File: config.mk
export PLATFORM = sky130hd
export DESIGN_NAME = cpu_exec_seq
export DESIGN_NICKNAME = d
export VERILOG_FILES = /design/src/rtl/cpu_pkg.sv /design/src/rtl/seq_wait_timer.sv /design/src/rtl/cpu_exec_seq.sv
export SDC_FILE = /design/constraint.sdc
export NUM_CORES = 1
export LEC_CHECK = 0
export CORE_UTILIZATION = 44
export DETAILED_ROUTE_END_ITERATION = 8
export PLACE_DENSITY_LB_ADDON = 0.3
export SLEW_MARGIN = 0
export SYNTH_ARGS = -nofsm -noshare
export SYNTH_HDL_FRONTEND = slang
export SYNTH_HIERARCHICAL = 1
export SYNTH_SLANG_ARGS = --single-unit
File: constraint.sdc
create_clock -name iclk -period 2.25 [get_ports iclk]
set_input_delay 0.3375 -clock iclk [delete_from_list [all_inputs] [get_ports iclk]]
set_output_delay 0.3375 -clock iclk [all_outputs]
set_load 0.005 [all_outputs]
File: src/rtl/cpu_pkg.sv
// Shared types for the 8-bit CPU sequencer: control word, ALU flags,
// sequencer states, opcode values and the idle control word.
package cpu_pkg;

    // One strobe per datapath control line, asserted for a single cycle.
    typedef struct packed {
        logic pc_out;
        logic pc_inc;
        logic mar_ld;
        logic ram_rd;
        logic ram_wr;
        logic ir_ld;
        logic ir_out;
        logic a_ld;
        logic a_out;
        logic b_ld;
        logic alu_out;
        logic alu_sub;
        logic flag_en;
        logic flag_clf;
        logic force_carry;
        logic jump;
        logic out_ld;
    } struct_ctrl_word_t;

    // Registered ALU flags as seen from the flag register.
    typedef struct packed {
        logic carry;
        logic zero;
    } struct_alu_flag_t;

    typedef enum logic [2:0] {
        FETCH0 = 3'd0,
        FETCH1 = 3'd1,
        EXEC0  = 3'd2,
        EXEC1  = 3'd3,
        EXEC2  = 3'd4,
        HALT   = 3'd5,
        FAULT  = 3'd6
    } struct_seq_state_e;

    localparam logic [3:0] OPC_NOP = 4'h0;
    localparam logic [3:0] OPC_LDA = 4'h1;
    localparam logic [3:0] OPC_ADD = 4'h2;
    localparam logic [3:0] OPC_SUB = 4'h3;
    localparam logic [3:0] OPC_STA = 4'h4;
    localparam logic [3:0] OPC_LDI = 4'h5;
    localparam logic [3:0] OPC_JMP = 4'h6;
    localparam logic [3:0] OPC_JC  = 4'h7;
    localparam logic [3:0] OPC_JZ  = 4'h8;
    localparam logic [3:0] OPC_ADC = 4'h9;
    localparam logic [3:0] OPC_CLF = 4'hA;
    localparam logic [3:0] OPC_OUT = 4'hE;
    localparam logic [3:0] OPC_HLT = 4'hF;

    localparam struct_ctrl_word_t CW_IDLE = '0;

endpackage

File: src/rtl/seq_wait_timer.sv
// RAM read stall counter. Counts consecutive read cycles without ready and
// flags a timeout on the stall cycle that brings the count to WAIT_LIMIT.
// A ready arriving on that same cycle wins, so no timeout is raised.
module seq_wait_timer #(
    parameter int WAIT_LIMIT = 15
) (
    input  logic clk,
    input  logic rst,
    input  logic rd_active,
    input  logic rdy,
    output logic timeout
);

    localparam logic [7:0] LIMIT_M1 = 8'(WAIT_LIMIT - 1);

    logic [7:0] cnt_q;
    logic [7:0] cnt_d;

    // Count only while a read is stalling; any ready or non-read cycle clears.
    always_comb begin
        cnt_d   = 8'd0;
        timeout = 1'b0;
        if (rd_active && !rdy) begin
            cnt_d   = cnt_q + 8'd1;
            timeout = (cnt_q >= LIMIT_M1);
        end
    end

    // Counter register with synchronous reset.
    always_ff @(posedge clk) begin
        if (rst) begin
            cnt_q <= 8'd0;
        end else begin
            cnt_q <= cnt_d;
        end
    end

endmodule

File: src/rtl/cpu_exec_seq.sv
// Instruction sequencer for the 8-bit CPU. Walks each instruction through
// FETCH0/FETCH1 and up to three execute states, emitting one control word
// per cycle. Stalls reads on RAM ready and faults when the wait timer expires.
// Build option SINGLE_STEP_EN adds istep_mode/istep: in step mode the FSM
// parks in FETCH0 until a cycle with istep=1.
module cpu_exec_seq
    import cpu_pkg::*;
#(
    parameter int OPC_W      = 4,
    parameter int WAIT_LIMIT = 15
) (
    input  logic              iclk,
    input  logic              irst,
    input  logic [OPC_W-1:0]  iopcode,
    input  struct_alu_flag_t  iflag,
    input  logic              iram_rdy,
`ifdef SINGLE_STEP_EN
    input  logic              istep_mode,
    input  logic              istep,
`endif
    output struct_ctrl_word_t ocw,
    output struct_seq_state_e ostate,
    output logic              ohalt,
    output logic              ofault
);

    struct_seq_state_e state_q;
    struct_seq_state_e state_d;
    struct_ctrl_word_t cw;
    logic [3:0]        opc;
    logic              rd_active;
    logic              timeout;
    logic              step_ok;

    assign opc = iopcode[3:0];

`ifdef SINGLE_STEP_EN
    assign step_ok = !istep_mode || istep;
`else
    assign step_ok = 1'b1;
`endif

    seq_wait_timer #(.WAIT_LIMIT(WAIT_LIMIT)) u_wait_timer (
        .clk       (iclk),
        .rst       (irst),
        .rd_active (rd_active),
        .rdy       (iram_rdy),
        .timeout   (timeout)
    );

    // Next-state and control word decode; reset forces an idle word.
    always_comb begin
        state_d   = state_q;
        cw        = CW_IDLE;
        rd_active = 1'b0;
        case (state_q)
            FETCH0: begin
                if (step_ok) begin
                    cw.pc_out = 1'b1;
                    cw.mar_ld = 1'b1;
                    state_d   = FETCH1;
                end
            end
            FETCH1: begin
                rd_active = 1'b1;
                cw.ram_rd = 1'b1;
                if (iram_rdy) begin
                    cw.ir_ld  = 1'b1;
                    cw.pc_inc = 1'b1;
                    state_d   = EXEC0;
                end else if (timeout) begin
                    state_d = FAULT;
                end
            end
            EXEC0: begin
                state_d = FETCH0;
                case (opc)
                    OPC_LDA, OPC_ADD, OPC_SUB, OPC_ADC, OPC_STA: begin
                        cw.ir_out = 1'b1;
                        cw.mar_ld = 1'b1;
                        state_d   = EXEC1;
                    end
                    OPC_LDI: begin
                        cw.ir_out = 1'b1;
                        cw.a_ld   = 1'b1;
                    end
                    OPC_JMP: begin
                        cw.ir_out = 1'b1;
                        cw.jump   = 1'b1;
                    end
                    OPC_JC: begin
                        cw.ir_out = 1'b1;
                        cw.jump   = iflag.carry;
                    end
                    OPC_JZ: begin
                        cw.ir_out = 1'b1;
                        cw.jump   = iflag.zero;
                    end
                    OPC_CLF: cw.flag_clf = 1'b1;
                    OPC_OUT: begin
                        cw.a_out  = 1'b1;
                        cw.out_ld = 1'b1;
                    end
                    OPC_HLT: state_d = HALT;
                    default: state_d = FETCH0;
                endcase
            end
            EXEC1: begin
                state_d = FETCH0;
                case (opc)
                    OPC_LDA, OPC_ADD, OPC_SUB, OPC_ADC: begin
                        rd_active = 1'b1;
                        cw.ram_rd = 1'b1;
                        state_d   = EXEC1;
                        if (iram_rdy) begin
                            if (opc == OPC_LDA) begin
                                cw.a_ld = 1'b1;
                                state_d = FETCH0;
                            end else begin
                                cw.b_ld = 1'b1;
                                state_d = EXEC2;
                            end
                        end else if (timeout) begin
                            state_d = FAULT;
                        end
                    end
                    OPC_STA: begin
                        cw.a_out  = 1'b1;
                        cw.ram_wr = 1'b1;
                    end
                    default: state_d = FETCH0;
                endcase
            end
            EXEC2: begin
                cw.alu_out     = 1'b1;
                cw.a_ld        = 1'b1;
                cw.flag_en     = 1'b1;
                cw.alu_sub     = (opc == OPC_SUB);
                cw.force_carry = (opc == OPC_ADD) || (opc == OPC_SUB);
                state_d        = FETCH0;
            end
            HALT:    state_d = HALT;
            FAULT:   state_d = FAULT;
            default: state_d = FETCH0;
        endcase
        if (irst) begin
            cw      = CW_IDLE;
            state_d = FETCH0;
        end
    end

    // State register with synchronous reset.
    always_ff @(posedge iclk) begin
        if (irst) begin
            state_q <= FETCH0;
        end else begin
            state_q <= state_d;
        end
    end

    assign ocw    = cw;
    assign ostate = state_q;
    assign ohalt  = !irst && ((state_q == HALT) || (state_q == FAULT));
    assign ofault = !irst && (state_q == FAULT);

endmodule

==> impl_metrics.env, run 1 <==
export IMPL_combPwrFrac=0.472
export IMPL_drt_initial_drc_count=49
export IMPL_antenna_found_initial=0
export IMPL_grt_pass1_wl_um=4367
export IMPL_fin_worst_skew_ps=0.4437
export IMPL_drv_slew=0
export IMPL_clk_pin_slew_ps=70
export IMPL_crit_path_max_fanout=4
export IMPL_worst_slack_ps=66.26
export IMPL_postCtsHoldBufs=0
export IMPL_synth_area_leader_cell="dfxtp_1"
export IMPL_start_util=0.4942
export IMPL_die_h_um=47.22
export IMPL_critPathKind="register to output port"
export IMPL_clkPwrFrac=0.194
export IMPL_final_core_utilization=0.8014
export IMPL_drcViolationCount=0
export IMPL_seq_area_frac_synth=0.2448
export IMPL_r2r_start="ostate[2]"
export IMPL_power_switching_mw=0.2389
export IMPL_ys_warn_count=6
export IMPL_critPathLaunchType="register"
export IMPL_hold_end="u_wait_timer/cnt_q[7]"
export IMPL_power_mw=0.6907
export IMPL_num_vias=1128
export IMPL_holdWs_ps=500.7
export IMPL_antennaDiodeCount=0
export IMPL_ir_worst_vdd_uv=540.4
export IMPL_final_nets=185
export IMPL_cts_sinks=11
export IMPL_required_ps=1910
export IMPL_grt_pass1_vias=926
export IMPL_cts_root_buf="clkbuf_4"
export IMPL_die_x_um=47.22
export IMPL_wire_per_inst_um=14.54
export IMPL_io_pin_count=31
export IMPL_row_count=15
export IMPL_hold_path_class="register to register"
export IMPL_max_freq_mhz=457.9
export IMPL_gp_congestion=0.8371
export IMPL_die_area_um2=2229
export IMPL_syn_area_um2=899.6
export IMPL_portBuffers=30
export IMPL_totalWireLength_um=2879
export IMPL_yosysTopAreaCellShare=0.2448
export IMPL_r2r_end="ostate[0]"
export IMPL_grt_ovfl_total=0
export IMPL_cts_buffers=3
export IMPL_drtPass1Iterations=4
export IMPL_synth_cell_types=40
export IMPL_htreeDepth=1
export IMPL_r2r_slack_ps=230
export IMPL_postRouteAntennaNets=0
export IMPL_final_cell_mix="buf_4, clkdlybuf4s50_1, dlygate4sd2_1, dfxtp_1, a21oi_1"
export IMPL_routed_via_density=5.697
export IMPL_final_hold_viol_count=0
export IMPL_dp_slack_ps=-324.5
export IMPL_period_needed_ps=2184
export IMPL_fillers=130
export IMPL_slew_headroom=0.7520
export IMPL_clk_latency_ps=270
export IMPL_holdPathStages=2
export IMPL_p_sw_frac=0.3459
export IMPL_worstMarginPinSlew_ps=368.5
export IMPL_p_seq_frac=0.335
export IMPL_regArea_um2=221.5
export IMPL_hold_start="u_wait_timer/cnt_q[7]"
export IMPL_synth_fp_nets=135
export IMPL_ys_ff_latch=11
export IMPL_cts_tree="built"
export IMPL_layout_commonest_cell="buf_4"
export IMPL_dp_hpwl_um=2036
export IMPL_powerDensity_nw_per_um2=473.4
export IMPL_core_area_um2=1821
export IMPL_p_int_mw=0.4518
export IMPL_multiInputGateArea_um2=668.1
export IMPL_avgSynthCellArea_um2=7.255
export IMPL_p_leak_nw=0.5822
export IMPL_ys_top_cells_by_area="dfxtp_1, nor2b_1, a21oi_1"
export IMPL_cp_data_arrival_time_ps=1850
export IMPL_area_growth_pct=62.17
export IMPL_reg2reg_depth=12
export IMPL_endpoint_kind="output port"
export IMPL_cts_buffer_depth=2
export IMPL_status="completed"
export IMPL_grtUsageTotal=0.2772
export IMPL_grt_max_degree=13
export IMPL_drive_above_1_share=0.2775
export IMPL_setup_viol=0
export IMPL_maxCapViolations=0
export IMPL_syn_inst=124
export IMPL_finalCritPeriodShare=0.9706
[Yosys cell counts]
cell type	instances
nand4b_1	1
nor4b_1	1
a32oi_1	1
o211ai_1	2
or3b_1	1
o21ai_0	6
o311a_1	1
o21a_1	1
a21boi_1	1
nor3_1	5
nand4_2	1
or3_1	3
buf_4	2
o22a_1	1
nand3_1	6
nand2b_1	3
nor2b_1	9
a21o_1	2
mux2i_1	1
nor4_1	6
clkbuf_1	5
ha_1	2
nand2_1	5
or4b_4	1
o21bai_1	1
xnor2_1	2
a31oi_1	1
and3_1	2
a221oi_1	1
nor2_1	11
nand4_1	1
a21oi_1	10
a31o_2	1
xor2_1	2
inv_1	6
a211o_1	1
buf_2	4
dfxtp_1	11
or2_2	2
o32a_1	1
[worst max-delay path, cell delays in order (launching register included)]
cell and delay, ps:
dfxtp_1 320, nor2b_2 220, nand2_1 190, nor4_2 310, clkdlybuf4s50_1 540
[layer usage]
layer	vias to the layer above	share of wire	global-route usage
met2	37	0.47	0.4278
met3	2	0.049	0.05769
met4	0	0.0017	0.03429
met5	-	0	0
li1	551	-	-
met1	538	0.48	0.4069
[power by group through the flow]
stage	Clock [mW]	Combinational, mW	Sequential, mW
after detailed placement	0	0.282	0.231
after floorplan	0	0.154	0.221
final	0.134	0.326	0.231
after CTS	0.139	0.296	0.228
after global placement	0	0.274	0.230
after global routing	0.148	0.348	0.232
[worst max path at each step]
stage               start   endpoint  slack (ps)  cells after the start
6_report        ostate[1]     ocw[7]          70                      4
5_1_grt         ostate[1]     ocw[7]         -30                      4
4_1_cts         ostate[1]     ocw[3]           7                      5
3_5_place_dp   iopcode[2]     ocw[8]        -320                      5
3_3_place_gp   iopcode[1]     ocw[8]        -250                      5
2_1_floorplan  iopcode[3]  ostate[1]         490                      9
[sequential cells by signal, summed over array words and instances, names as in the netlist]
register	count
u_wait_timer/cnt_q	8
ostate	3
[metrics by stage]
| step | std cells | setup TNS (ps) | cell area (um2) |
|---|---|---|---|
| CTS | 197 | 0 | 1406 |
| finish | 198 | 0 | 1459 |
| detailed placement | 189 | -2520 | 1335 |
| global route | 198 | -31.49 | 1459 |
| global placement | 189 | -1779 | 1335 |
| floorplan | 124 | 0 | 899.6 |
[kinds of logic (layout without fill, tap and decap cells)]
logic type      Yosys count  after routing  share of synthesized area
fa+ha+maj                 2              2                    0.02781
compound gates           31             31                     0.2253
flops                    11             11                     0.2448
buf+inv                  17             66                    0.08484
mux                       1              1                    0.01113
simple gates             58             58                     0.3672
xor+xnor                  4              4                    0.03895
[final cells by class]
class,instances,area share
clock buffers,4,0.01801
inverters,6,0.01544
multi-input cells,96,0.4580
flip-flops and latches,11,0.1518
well taps,25,0.02144
repair buffers,56,0.3353
[repair_timing]
action / in CTS / in global routing
buffers inserted: 4 / 1
pin swaps: 4 / 1
gates resized for setup: 19 / 13
setup endpoints to repair: 13 / 8
Power figures use the tool's default switching activity.
==> inputs of run 2 (changes only) <==
--- a/config.mk
+++ b/config.mk
@@ -5,7 +5,8 @@
 export SDC_FILE = /design/constraint.sdc
 export NUM_CORES = 1
 export LEC_CHECK = 0
-export CORE_UTILIZATION = 44
+export ABC_AREA = 1
+export CORE_UTILIZATION = 45
 export DETAILED_ROUTE_END_ITERATION = 8
 export PLACE_DENSITY_LB_ADDON = 0.3
 export SLEW_MARGIN = 0
==> run 2 against run 1 <==
- clock power is essentially flat
- via count up 0.35%
- hold slack got worse by 31 ps
==> impl_metrics.env, run 2 <==
export IMPL_ir_worst_vdd_uv=566.7
export IMPL_synth_common_cells="nand2_1, nor2_1, inv_1, dfxtp_1, nand3_1"
export IMPL_power_mw=0.7949
export IMPL_grtUsageTotal=0.2678
export IMPL_portBuffers=30
export IMPL_critPathKind="input pin to output port"
export IMPL_area_growth_pct=50.34
export IMPL_drcViolationCount=0
export IMPL_drive_above_1_share=0.1950
export IMPL_worst_slack_ps=36.84
export IMPL_num_vias=1132
export IMPL_yosys_area_share_simple=0.5130
export IMPL_dp_slack_ps=-131.0
export IMPL_antenna_found_initial=0
export IMPL_endpoint_kind="output port"
export IMPL_ys_warn_count=6
export IMPL_die_h_um=47.15
export IMPL_max_freq_mhz=451.8
export IMPL_syn_inst=154
export IMPL_die_area_um2=2223
export IMPL_die_x_um=47.15
export IMPL_rsz0062_at_grt="true"
export IMPL_row_count=15
export IMPL_yosysMostFrequentCell="nand2_1"
export IMPL_synth_area_mux_share=0
export IMPL_final_cell_mix="nand2_1, nor2_1, clkdlybuf4s50_1, inv_1, buf_4"
export IMPL_seq_area_frac_synth=0.2401
export IMPL_ys_ff_latch=11
export IMPL_cts_tree="built"
export IMPL_antennaDiodeCount=0
export IMPL_wire_per_inst_um=11.90
export IMPL_dp_hpwl_um=2101
export IMPL_synth_top_family_by_area="simple AND/OR/NAND/NOR gates"
export IMPL_fin_worst_skew_ps=8.819
export IMPL_grt_ovfl_total=0
export IMPL_maxCapViolations=0
export IMPL_period_needed_ps=2213
export IMPL_async_reset_ff_frac=0
export IMPL_yosysTopAreaCellShare=0.2401
export IMPL_clk_latency_ps=270
export IMPL_layout_commonest_cell="nand2_1"
export IMPL_critPathLaunchType="input pin"
export IMPL_totalWireLength_um=2678
export IMPL_largest_reg_flops=8
export IMPL_synthAdderAreaFrac=0.02729
export IMPL_grt_max_degree=16
export IMPL_avgSynthCellArea_um2=5.955
export IMPL_final_core_utilization=0.7574
export IMPL_final_hold_viol_count=0
export IMPL_gp_congestion=0.8354
export IMPL_p_leak_nw=0.6245
export IMPL_grt_pass1_wl_um=4167
export IMPL_cts_sinks=11
export IMPL_worstMarginPinSlew_ps=268.7
export IMPL_hold_path_class="register to register"
export IMPL_cts_buffers=3
export IMPL_drt_initial_drc_count=17
export IMPL_ys_top_cells_by_area="dfxtp_1, nand2_1, nor2_1"
export IMPL_synth_cell_types=29
export IMPL_synth_xor_area_share=0.009550
export IMPL_synth_compound_area_share=0.08731
export IMPL_status="completed"
export IMPL_fin_tns_setup_ps=0
export IMPL_powerDensity_nw_per_um2=576.5
export IMPL_synth_area_leader_cell="dfxtp_1"
export IMPL_grt_pass1_vias=986
export IMPL_max_flop_register="u_wait_timer/cnt_q"
export IMPL_cts_setup_buffers=0
export IMPL_slew_headroom=0.8195
export IMPL_synth_fp_nets=165
export IMPL_final_nets=212
export IMPL_io_pin_count=31
export IMPL_cts_root_buf="clkbuf_4"
export IMPL_drtPass1Iterations=4
export IMPL_start_util=0.5038
export IMPL_synth_enable_flop_cells=0
export IMPL_setup_viol=0
export IMPL_crit_path_max_fanout=15
export IMPL_syn_area_um2=917.1
export IMPL_clk_pin_slew_ps=60
export IMPL_finalCritPeriodShare=0.9836
export IMPL_routed_via_density=5.031
export IMPL_cts_buffer_depth=2
export IMPL_required_ps=1910
export IMPL_cp_data_arrival_time_ps=1880
export IMPL_postRouteAntennaNets=0
export IMPL_synth_flop_cell="dfxtp_1"
export IMPL_core_area_um2=1821
export IMPL_htreeDepth=1
export IMPL_drv_slew=0
-- run 2: changes by cell type after synthesis, moves of 4 or more --
cell / previous run / this run
nor2_1: 11 / 32
buf_2: 4 / 0
nand2_1: 5 / 33
clkbuf_1: 5 / 1
o21ai_0: 6 / 1
nand3_1: 6 / 10
a21oi_1: 10 / 6
nor2b_1: 9 / 0
inv_1: 6 / 23
-- run 2: logic make-up (layout without fill, tap and decap cells) --
family	count (synthesis)	in the layout
AOI/OAI and AO/OA	14	14
adders and majority gates	2	2
DFF	11	11
xor gates and xnor gates	1	1
and+or+nand+nor	98	98
buffers and inverters	28	74
-- run 2: worst paths after layout --
check                              from               endpoint  slack (ps)  cells past startpoint
setup / recovery                   irst                 ocw[8]          40                      5
hold / removal    u_wait_timer/cnt_q[0]  u_wait_timer/cnt_q[0]         470                      1
setup reg to reg              ostate[2]              ostate[1]         420                     15
hold reg to reg   u_wait_timer/cnt_q[0]  u_wait_timer/cnt_q[0]         470                      1
-- run 2: critical path: stages --
cell	delay [ps]
clkdlybuf4s50_1	410
buf_4	200
nor4_2	270
or2_1	140
clkdlybuf4s50_1	510
-- run 2: stage by stage --
| stage | instance area [um2] | hold WS [ps] | instances |
|---|---|---|---|
| 2_1_floorplan | 917.1 | 430.0 | 154 |
| 3_3_place_gp | 1343 | 446.1 | 221 |
| 3_5_place_dp | 1343 | 453.4 | 221 |
| 4_1_cts | 1375 | 469.1 | 225 |
| 5_1_grt | 1379 | 490.4 | 225 |
| 6_report | 1379 | 469.8 | 225 |
-- run 2: repair_timing --
action,4_1_cts,5_1_grt
endpoints found under the setup margin,9,3
pin swaps,1,1
gates resized for setup,11,2
hold buffers,0,0
-- run 2: area by class of cell --
class | instances | area (um2)
repair buffers | 45 | 407.9
fillers | 171 | 441.7
inverters | 25 | 93.84
multi-input cells | 115 | 598.1
well taps | 25 | 31.28
flip-flops and latches | 11 | 221.5
clock buffers | 4 | 26.28
-- run 2: routing by layer --
metal	global-route usage	up-vias	wire, um
met5	0	-	0
met4	0.06857	0	29
met3	0.04615	4	96
met2	0.5028	28	1409
met1	0.3109	523	1143
li1	-	577	-
-- run 2: power breakdown --
group,internal [mW],total (mW),switching (mW)
clock,0.0686,0.133,0.0648
sequential,0.219,0.252,0.0337
combinational,0.187,0.409,0.222
total,0.475,0.795,0.320
==> variant: new RTL, config.mk and constraints of run 1 <==
Add a define of `SINGLE_STEP_EN`.
--- a/src/rtl/cpu_exec_seq.sv
+++ b/src/rtl/cpu_exec_seq.sv
@@ -3,6 +3,8 @@
 // per cycle. Stalls reads on RAM ready and faults when the wait timer expires.
 // Build option SINGLE_STEP_EN adds istep_mode/istep: in step mode the FSM
 // parks in FETCH0 until a cycle with istep=1.
+`define SINGLE_STEP_EN
+
 module cpu_exec_seq
     import cpu_pkg::*;
 #(
Ports: changed (added istep and istep_mode); port bits go from 31 to 33. No check against the original RTL was run, so the function may have changed too.
==> variant against run 1 <==
Setup slack worse by 46 ps. Final cell count is 14% higher. Die area up 8.4%. Design area up 13%. Critical endpoint is now ostate[0]. Total power is 4.8% lower. Highest routed layer unchanged. Routed wire length up 32%. Clock skew grew 2.0 ps. Sequential cell count unchanged. Core utilization rose by 1.1 points. Sequential power hardly changed. Maximum frequency down 2.1%. Global-route usage rose by 2.1 points. Area after synthesis grew 8.8%. Non-clock buffer count increased by 10.
==> variant: results <==
export IMPL_min_delay_start="u_wait_timer/cnt_q[7]"
export IMPL_ys_seq_area_frac=0.225
export IMPL_crit_fanout=8
export IMPL_grt_max_degree=14
export IMPL_ys_flop_type="dfxtp_1"
export IMPL_synth_area_top_cells="dfxtp_1 (23%), nor2_1 (6.9%), nor2b_1 (6.4%)"
export IMPL_rrSetupSlack_ps=120
export IMPL_drt_initial_drc_count=110
export IMPL_wl_per_cell_um=16.8
export IMPL_finClkSkew_ps=2.41
export IMPL_regMostFlops="u_wait_timer/cnt_q"
export IMPL_grt_pass1_wl_mm=5.56
export IMPL_synth_edf_count=0
export IMPL_clk_pin_slew_ps=70
export IMPL_gp_congestion=0.856
export IMPL_synth_cell_types=39
export IMPL_status="finished, final reports clean"
export IMPL_r2r_start="ostate[0]"
export IMPL_final_fill_count=125
export IMPL_cts_buffer_depth=2
export IMPL_insertion_delay_ps=270
export IMPL_htreeDepth=1
export IMPL_syn_nets=153
export IMPL_leakagePower_nw=0.685
export IMPL_vias=1399
export IMPL_coreArea_mm2=0.00202
export IMPL_diodes=0
export IMPL_grt_pass1_vias=1219
export IMPL_cts_root_buffer_cell="clkbuf_4"
export IMPL_firstDrtPassIters=4
export IMPL_place_hpwl_mm=2.14
export IMPL_synth_warnings=6
export IMPL_port_buffers=32
export IMPL_hold_buffers=0
export IMPL_largest_reg_flops=8
export IMPL_cts_buffers=3
export IMPL_cp_startpoint="iopcode[1]"
export IMPL_slew_headroom=0.748
export IMPL_grt_usage=0.299
export IMPL_arrival_ps=2390
export IMPL_nets=213
export IMPL_synth_common_cells="nor2_1 (18), a21oi_1 (12), dfxtp_1 (11), o21ai_0 (11), nor2b_1 (10)"
export IMPL_async_flop_share=0
export IMPL_peakVddDrop_mv=0.366
export IMPL_drive_gt1_frac=0.276
export IMPL_hold_class="reg2reg"
export IMPL_antenna_found_initial=0
variant: report_power, final:
| group | switching (mW) | leakage (nW) | total, mW | internal, mW |
|---|---|---|---|---|
| clock network | 0.0672 | 0.0150 | 0.136 | 0.0686 |
| registers | 0.0263 | 0.0906 | 0.231 | 0.205 |
| logic | 0.136 | 0.580 | 0.291 | 0.154 |
| total | 0.230 | 0.685 | 0.658 | 0.428 |
variant: logic make-up after synthesis:
kind of cell | synth area share
muxes | 0.0102
and+or+nand+nor | 0.436
xor gates and xnor gates | 0.0269
buffers and inverters | 0.0627
AOI/OAI and AO/OA | 0.214
adders and majority gates | 0.0256
DFF | 0.225
variant: stage by stage:
step                      area, um2  hold slack [ps]  setup TNS [ps]  worst slack, ps  cells
after floorplan                 978              440               0              660    140
after global placement         1450              453           -1700             -321    211
after detailed placement       1450              490           -1940             -354    211
after CTS                      1610              500           -51.5            -51.5    225
after global routing           1640              534            -130            -71.9    226
final                          1640              504               0             20.0    226
variant: final cells by class:
class	instances	area share
Multi-Input combinational cell	117	0.472
Timing Repair Buffer	66	0.351
Sequential cell	11	0.138
Tap cell	27	0.0206
Clock buffer	4	0.0160
Inverter	1	0.00229
variant: layer usage:
| metal | GRT usage | vias up | part of all wire |
|---|---|---|---|
| met5 | 0 | - | 0 |
| met4 | 0.0980 | 0 | 0.037 |
| met3 | 0.0498 | 27 | 0.096 |
| met2 | 0.514 | 115 | 0.49 |
| met1 | 0.372 | 633 | 0.38 |
| li1 | - | 624 | - |
variant: path summary, 6_finish.rpt:
check / endpoint / cells past startpoint
worst min-delay path: u_wait_timer/cnt_q[7] / 2
worst min register to register: u_wait_timer/cnt_q[7] / 2
worst max-delay path: ostate[0] / 12
worst max register to register: ostate[0] / 10
variant: repair_timing:
item                                    4_1_cts  5_1_grt
setup buffers                                10        1
pin swaps                                     4        2
endpoints found under the setup margin       12        8
gates resized for setup                      32       12
variant: critical path, stage by stage:
cell and delay [ps]:
dlygate4sd2_1 270, buf_6 150, a21oi_1 180, o21ai_1 130, a21oi_1 220, buf_4 150
nand2b_1 90, a21oi_1 270, nor2_1 130, a21oi_1 180, o211ai_1 110, and3b_1 170
